==> src/rtl/scb_pkg.sv <==
// Shared defaults and types for the register-busy scoreboard.
package scb_pkg;

    localparam int NREG_DEF = 32;
    localparam int AW_DEF   = 5;
    localparam int CW_DEF   = 2;

    typedef logic [CW_DEF-1:0] cnt_t;
    typedef logic [AW_DEF-1:0] reg_idx_t;

    // Largest count a CW-bit counter may hold before issue must stall.
    function automatic int cnt_max(input int cw);
        return (1 << cw) - 1;
    endfunction

endpackage

==> src/rtl/scb_counter.sv <==
// Per-register outstanding-write counter: saturating up/down, clr beats inc/dec, 1-cycle update.
// Underflow flags a decrement against an empty count that no increment cancels.
module scb_counter
    import scb_pkg::*;
#(
    parameter int CW = CW_DEF
) (
    input  logic          clk,
    input  logic          rst,
    input  logic          inc,
    input  logic          dec,
    input  logic          clr,
    output logic [CW-1:0] count,
    output logic          underflow
);

    localparam logic [CW-1:0] MAX = CW'(cnt_max(CW));

    logic [CW-1:0] count_q;
    logic [CW-1:0] count_d;

    always_comb begin
        count_d = count_q;
        if (clr) begin
            count_d = '0;
        end else if (inc && !dec) begin
            if (count_q != MAX) count_d = count_q + CW'(1);
        end else if (dec && !inc) begin
            if (count_q != '0) count_d = count_q - CW'(1);
        end
    end

    always_ff @(posedge clk) begin
        if (rst) count_q <= '0;
        else     count_q <= count_d;
    end

    assign count     = count_q;
    assign underflow = dec & ~inc & ~clr & (count_q == '0);

endmodule

==> src/rtl/reg_scoreboard.sv <==
// Register-busy scoreboard for in-order issue: per-register write counters, combinational stall outputs.
// Build option SCB_WB_BYPASS_EN: a source retiring its last write this cycle is treated as ready.
module reg_scoreboard
    import scb_pkg::*;
#(
    parameter int NREG     = NREG_DEF,
    parameter int AW       = AW_DEF,
    parameter int CW       = CW_DEF,
    parameter int NRS      = 2,
    parameter int ZERO_REG = 1
) (
    input  logic              clk,
    input  logic              rst,
    input  logic              iss_valid,
    input  logic              iss_wen,
    input  logic [AW-1:0]     iss_rd,
    input  logic [NRS-1:0]    iss_ren,
    input  logic [NRS*AW-1:0] iss_rs,
    input  logic              wb_valid,
    input  logic              wb_wen,
    input  logic [AW-1:0]     wb_rd,
    input  logic              flush,
    output logic              hazard,
    output logic              sat_stall,
    output logic              iss_ready,
    output logic [NREG-1:0]   busy_vec,
    output logic              err
);

    localparam logic [CW-1:0] CNT_MAX = CW'(cnt_max(CW));

    logic [CW-1:0]   cnt [NREG];
    logic [NREG-1:0] inc;
    logic [NREG-1:0] dec;
    logic [NREG-1:0] udf;
    logic            iss_fire;
    logic            wb_fire;
    logic            err_q;
    logic            err_d;
    logic [AW-1:0]   rs_k;
    logic            src_busy;

    assign iss_fire = iss_valid & iss_ready & iss_wen & ~flush;
    assign wb_fire  = wb_valid & wb_wen & ~flush;

    for (genvar r = 0; r < NREG; r++) begin : g_reg
        localparam bit HARDWIRED = (ZERO_REG != 0) && (r == 0);

        assign inc[r] = iss_fire && (iss_rd == AW'(r)) && !HARDWIRED;
        assign dec[r] = wb_fire  && (wb_rd  == AW'(r)) && !HARDWIRED;

        scb_counter #(.CW(CW)) u_cnt (
            .clk       (clk),
            .rst       (rst),
            .inc       (inc[r]),
            .dec       (dec[r]),
            .clr       (flush),
            .count     (cnt[r]),
            .underflow (udf[r])
        );

        assign busy_vec[r] = (cnt[r] != '0);
    end

    always_comb begin
        hazard   = 1'b0;
        rs_k     = '0;
        src_busy = 1'b0;
        for (int k = 0; k < NRS; k++) begin
            rs_k     = iss_rs[k*AW +: AW];
            src_busy = busy_vec[rs_k];
            if ((ZERO_REG != 0) && (rs_k == '0)) src_busy = 1'b0;
`ifdef SCB_WB_BYPASS_EN
            // Last outstanding write retires now; its value is forwarded to issue.
            if (wb_fire && (wb_rd == rs_k) && (cnt[rs_k] == CW'(1))) src_busy = 1'b0;
`endif
            hazard = hazard | (iss_valid & iss_ren[k] & src_busy);
        end
    end

    assign sat_stall = iss_valid & iss_wen & (cnt[iss_rd] == CNT_MAX)
                     & ~((ZERO_REG != 0) && (iss_rd == '0));
    assign iss_ready = ~hazard & ~sat_stall;

    assign err_d = err_q | (|udf);

    always_ff @(posedge clk) begin
        if (rst) err_q <= 1'b0;
        else     err_q <= err_d;
    end

    assign err = err_q;

endmodule

==> config.mk <==
export PLATFORM = sky130hd
export DESIGN_NAME = reg_scoreboard
export DESIGN_NICKNAME = d
export VERILOG_FILES = /design/src/rtl/scb_pkg.sv /design/src/rtl/scb_counter.sv /design/src/rtl/reg_scoreboard.sv
export SDC_FILE = /design/constraint.sdc
export NUM_CORES = 1
export LEC_CHECK = 0
export BUFFER_PORTS_ARGS = -buffer_cell sky130_fd_sc_hd__buf_2
export CAP_MARGIN = 20
export CORE_MARGIN = 4
export CORE_UTILIZATION = 61
export DETAILED_ROUTE_END_ITERATION = 12
export PLACE_DENSITY = 0.9
export SLEW_MARGIN = 25
export SYNTH_ARGS = -nofsm -noshare
export SYNTH_HDL_FRONTEND = slang
export SYNTH_HIERARCHICAL = 1
export SYNTH_SLANG_ARGS = --single-unit
==> constraint.sdc <==
create_clock -name clk -period 4.05 [get_ports clk]
set_clock_uncertainty 0.1 [all_clocks]
set_input_delay 0.405 -clock clk [delete_from_list [all_inputs] [get_ports clk]]
set_output_delay 0.405 -clock clk [all_outputs]
set_load 0.01 [all_outputs]
==> results of run 1 <==
[per-stage QoR]
| stage | power (mW) | TNS (ns) | worst slack [ns] | util [%] | hold WS [ns] |
|---|---|---|---|---|---|
| floorplan | 0.761 | 0 | 0.558 | - | 0.374 |
| global placement | 0.848 | -0.0954 | -0.0954 | 71.5 | 0.420 |
| detailed placement | 0.850 | -0.0988 | -0.0988 | 71.5 | 0.432 |
| CTS | 1.33 | 0 | 0.0214 | 73.0 | 0.365 |
| global route | 1.39 | -0.0545 | -0.0545 | 73.7 | 0.412 |
| finish | 1.34 | 0 | 0.0226 | 73.7 | 0.393 |
[layout make-up]
cell class | instances | area, µm² | area share [%]
Timing Repair Buffer | 133 | 866 | 11.4
Sequential cell | 65 | 1300 | 17.1
Inverter | 112 | 425 | 5.59
Clock inverter | 1 | 5.00 | 0.0657
Clock buffer | 11 | 151 | 1.99
Multi-Input combinational cell | 605 | 4690 | 61.7
Tap cell | 136 | 170 | 2.24
[worst paths after layout]
check,startpoint,cells past startpoint,end
setup reg to reg,g_reg[28].u_cnt/count[0],14,err
setup / recovery,g_reg[28].u_cnt/count[0],14,err
hold reg to reg,g_reg[18].u_cnt/count[0],2,g_reg[18].u_cnt/count[0]
hold / removal,flush,2,g_reg[12].u_cnt/count[1]
[flip-flops by register name, indices dropped and copies added (netlist names)]
signal / count
g.u_cnt/count: 64
err: 1
[critical path, delay by kind of cell, from the launching register on]
kind / cells / cell delay [ns]
muxes: 2 / 0.76
DFF: 1 / 0.31
AOI/OAI and AO/OA: 2 / 0.33
and+or+nand+nor: 7 / 1.88
adders and majority gates: 1 / 0.21
buffers and inverters: 2 / 0.31
[Yosys cell counts, types with 2 or more instances]
library cell / instances
a2111oi_0: 2
a2111oi_1: 32
a211oi_1: 66
a21oi_1: 12
a22oi_1: 2
and2b_2: 32
and3_1: 2
buf_2: 4
buf_6: 4
clkbuf_1: 15
dfxtp_1: 65
ha_1: 64
inv_1: 111
mux2_2: 2
mux2i_1: 18
mux4_2: 16
nand2_1: 18
nand2b_1: 9
nand3_1: 13
nand3b_1: 2
nand4_1: 7
nor2_1: 48
nor2b_1: 8
nor3_1: 50
nor3b_1: 6
nor4_1: 11
nor4b_1: 32
o2111ai_1: 3
o211ai_1: 5
o21ai_0: 71
o21ai_1: 2
o21bai_1: 32
or2_1: 11
or2_2: 11
or3_1: 4
or4_1: 2
[per-layer routing]
layer / wire length, µm / vias to the layer above / part of all wire (%)
met5: 0 / - / 0
met4: 926 / 0 / 4.4
met3: 2500 / 109 / 12
met2: 9270 / 508 / 44
met1: 8380 / 3246 / 40
li1: - / 3225 / -
[logic make-up after synthesis]
logic type,after synthesis,share of synthesized area [%]
flops,65,20.1
simple gates,267,24.9
fa+ha+maj,64,12.4
buf+inv,135,8.44
mux,37,8.87
compound gates,233,25.3
other cells,1,0.0579
[power breakdown]
part / internal (mW) / total [mW] / switching [mW] / leakage [nW]
registers: 0.640 / 0.641 / 0.00109 / 0.523
clock network: 0.241 / 0.491 / 0.250 / 0.0830
logic: 0.0731 / 0.209 / 0.136 / 2.52
total: 0.954 / 1.34 / 0.388 / 3.13
[timing repair]
| item | 4_1_cts | 5_1_grt |
|---|---|---|
| resized for setup | 0 | 10 |
| buffers inserted | 0 | 3 |
| setup endpoints to repair | 0 | 1 |
==> metrics, run 1 <==
die height between 100 and 150 µm; fin crit period 4.03 ns; Warnings, synthesis 6; cell type of the slowest stage on the worst timing path mux4_2; setup violation total in the final timing report 0; r2r setup slk 0.02 ns; count of placed standard cells including taps roughly 1,000; Core Box Area roughly 10,000 µm²; global route hottest layer met2; share of the cycle needed by the critical path after routing 99.4%; deepest level of the CTS H-tree 3; data required time of the critical path 4.19 ns; met2 routing resource usage after global routing roughly half; outcome finished clean; vias per cell 6.67; sort of element at the start of the critical path register; routed wire length per instance between 15 and 20 µm; sequential fraction of the synthesis area 20.1%; met3 Resource Use GR a little under a tenth; post-route insts no fill about 1,100; Final Slew Violations 0; GPL Wtd Cong 1.08; Area growth, synth to finish 17.5%; Via Count 7,088; total DRC errors in the routed layout 0; Unique masters post-synth 46; initial core utilization 62.7%; cell types with the largest area share after synthesis dfxtp_1 (20%), ha_1 (12%), a211oi_1 (7.6%); FMAX 248 MHz; overall die area 12,300 µm²; #FFs+latches synth 65; post-layout net count 1,019; initial antenna violation count 0; GR Util met1 44.5%; Worst Setup End Kind register; highest-count cells in the layout ignoring fill and taps inv_1 (111), o21ai_0 (71), buf_4 (68); share of async-settable or async-resettable flops after synthesis 0%; Final Hold Violating Endpoints 0; clock latency of the later-clocked register in the worst-skew pair 0.37 ns; clock net sink count 65; delay contributed by the slowest stage of the critical path ~0.47 ns; all-layer global routing usage roughly a third; wire length after detailed routing approximately 21 mm; number of input and output port buffers inserted 64; post-route ant nets 0; Most used DFF post-synth dfxtp_1; number of maximum-capacitance violations 0; commonest non-fill, non-tap cell in the layout inv_1; crit-path max FO 15; count of mapped cells out of synthesis 802; Critical Path AT 4.17 ns; count of inserted antenna diode cells 0; Die X 111 µm; post-synthesis instance area approximately 6500 µm²; vias in the first global route 6,634; area share of the leading cell type in the synthesized netlist roughly a fifth; class of the worst hold path in2reg; I/O pin count 65; number of buffers added to fix hold violations after cts 0; clock tree from TritonCTS built; library cell with the largest summed area after synthesis dfxtp_1; ratio of cells with drive above 1 in the final layout 23.6%; total CTS buffers 9; headroom to the max-slew limit 53.9%; peak ir drop on the vdd network 0.000153 V; number of enable-type register cells in the synthesized netlist 0; number of filler instances in the final layout 820; wire length of the first global-routing pass 34.2 mm; largest net degree at the start of global routing 46; transition time of the tightest slew-check pin 0.682 ns; crit path kind reg2reg; post-synthesis average cell area a little over 8 µm²; Pre-Repair DR Iteration Count 6; detailed router's first-iteration violation count 847; crit path cell chain or2_1 > mux2_2 > mux4_2 > a32oi_2 > nand4_4 > buf_12 > nor3_1 > inv_1 > ha_1 > nor4b_1 > nor4_2 > nand4_1 > nor4_1 > a21oi_1; residual overflow from global routing 0; floorplan row count 37; fin area 7610 µm²; Clock Path Buffers 2; root cell of the clock tree clkbuf_8; Static Leakage between 3 and 4 nW; cell area power density roughly 180 nW/µm²; CTS clk-pin slew, worst paths roughly 0.07 ns; HPWL after detailed placement roughly 16 mm; Placement Cell Area 7380 µm²
Note: power is estimated with default switching activity, not from simulation.
==> inputs of run 2 (changes only) <==
HOLD_SLACK_MARGIN = 0.1   (was not set)
REMOVE_ABC_BUFFERS = 1   (was not set)
==> run 2 against run 1 <==
  * Clock power rose by 19%
  * Die area stayed put
  * Design area barely moved
  * Power is 7.1% higher
  * Critical path type unchanged
==> metrics, run 2 (synthesized netlist as in run 1, its figures left out) <==
initial core utilization 62.7%; routed wire length per instance between 15 and 20 µm; clock net sink count 65; Final Slew Violations 0; HPWL after detailed placement 15.8 mm; deepest level of the CTS H-tree 3; headroom to the max-slew limit 55.1%; r2r setup slk 0.21 ns; ratio of cells with drive above 1 in the final layout between 20% and 30%; post-route insts no fill 1,067; number of input and output port buffers inserted 64; wire length of the first global-routing pass 33.6 mm; peak ir drop on the vdd network ~0.00024 V; fin area 7620 µm²; total DRC errors in the routed layout 0; fin crit period 3.84 ns; post-layout net count just over 1,000; Placement Cell Area 7360 µm²; highest-count cells in the layout ignoring fill and taps inv_1 (111), o21ai_0 (71), buf_4 (71); cell area power density roughly 190 nW/µm²; die height 111 µm; clock latency of the later-clocked register in the worst-skew pair 0.38 ns; Critical Path AT 3.99 ns; residual overflow from global routing 0; Worst Setup End Kind register; RR Endpoint err; FMAX 261 MHz; transition time of the tightest slew-check pin roughly 0.67 ns; crit path setup slack, layout 0.214 ns; all-layer global routing usage between 30% and 40%; vias in the first global route 6,443; setup violation total in the final timing report 0; total CTS buffers 9; CTS clk-pin slew, worst paths 0.08 ns; outcome finished clean; cell depth of the worst hold path 2; sort of element at the start of the critical path register; root cell of the clock tree clkbuf_8; Static Leakage around 3.1 nW; Die X roughly 110 µm; clock tree from TritonCTS built; pre-CTS setup slack -0.0308 ns; number of maximum-capacitance violations 0; overall die area 12,300 µm²; initial antenna violation count 0; Hold Crit Endpoint g_reg[19].u_cnt/count[1]; GPL Wtd Cong 1.02; Pre-Repair DR Iteration Count 5; Setup Total Neg Slack 0 ns; count of inserted antenna diode cells 0; largest net degree at the start of global routing 62; Worst Min Path Start g_reg[19].u_cnt/count[0]; post-route ant nets 0; crit path kind reg2reg; flip-flop count of the largest register after layout 64; I/O pin count 65; reg-to-reg critical path startpoint g_reg[28].u_cnt/count[0]; Clock Path Buffers 2; wire length after detailed routing 21.0 mm; Via Count around 7,000; number of filler instances in the final layout 785; commonest non-fill, non-tap cell in the layout inv_1; RSZ-0062 raised after global routing false; count of placed standard cells including taps about 1,000; Final Hold Violating Endpoints 0; class of the worst hold path reg2reg; share of the cycle needed by the critical path after routing between 90% and 100%; data required time of the critical path between 4 and 5 ns; vias per cell 6.57; final design utilization 73.8%; path depth of the worst reg2reg path 16; crit-path max FO 7; floorplan row count 37; Area growth, synth to finish 17.6%; Core Box Area 10,300 µm²; detailed router's first-iteration violation count 828
==> run 2: changes by cell type in the layout (fill, tap and decap cells not counted), sizes merged <==
| cell | before | now |
|---|---|---|
| bufinv | 0 | 1 |
| clkinv | 1 | 2 |
| clkbuf | 11 | 13 |
==> run 2: final cells by class <==
type                    count  area [µm²]  area share, %
clock buffers              12         155           2.04
well taps                 136         170           2.23
inverters                 112         425           5.58
multi-input cells         605        4680           61.4
flip-flops and latches     65        1300           17.1
repair buffers            134         851           11.2
clock inverters             3        40.0          0.525
==> run 2: worst max path at each step <==
stage                        startpoint   to  slack, ns  cells after the start
6_report       g_reg[28].u_cnt/count[0]  err       0.21                     16
5_1_grt        g_reg[12].u_cnt/count[0]  err      0.002                     19
4_1_cts        g_reg[28].u_cnt/count[0]  err       0.02                     16
3_5_place_dp                  iss_rd[0]  err      -0.03                     15
3_3_place_gp                  iss_rd[0]  err       0.02                     15
2_1_floorplan  g_reg[28].u_cnt/count[0]  err       0.52                     12
==> run 2: metrics by stage <==
stage	power [mW]	hold slack [ns]
6_report	1.44	0.441
3_3_place_gp	0.853	0.423
5_1_grt	1.48	0.452
3_5_place_dp	0.854	0.432
2_1_floorplan	0.733	0.374
4_1_cts	1.43	0.436
==> run 2: report_power, final <==
group	switching, mW	internal (mW)
logic	0.139	0.0732
clock network	0.271	0.313
registers	0.00145	0.640
==> run 2: routing by layer <==
| layer | vias to the layer above | routed length, µm | GRT usage, % |
|---|---|---|---|
| li1 | 3221 | - | - |
| met1 | 3224 | 8520 | 44.7 |
| met2 | 473 | 9190 | 52.1 |
| met3 | 89 | 2400 | 8.84 |
| met4 | 0 | 892 | 12.1 |
| met5 | - | 0 | 0 |
==> run 2: repair_timing <==
item / CTS / global route
resized for setup: 0 / 8
hold buffers: 0 / 0
setup endpoints to repair: 0 / 1
setup buffers: 0 / 3
==> run 2: worst max-delay path, stage by stage (launching register included) <==
cell,delay [ns]
dfxtp_1,0.31
or2_1,0.27
mux2_2,0.30
mux4_2,0.47
a32oi_2,0.21
nand4_4,0.15
buf_4,0.21
nor3_2,0.22
inv_1,0.07
ha_1,0.19
nor4b_1,0.16
nor4_1,0.41
buf_4,0.20
nand2_1,0.07
nor4_2,0.17
buf_4,0.16
a21oi_1,0.05
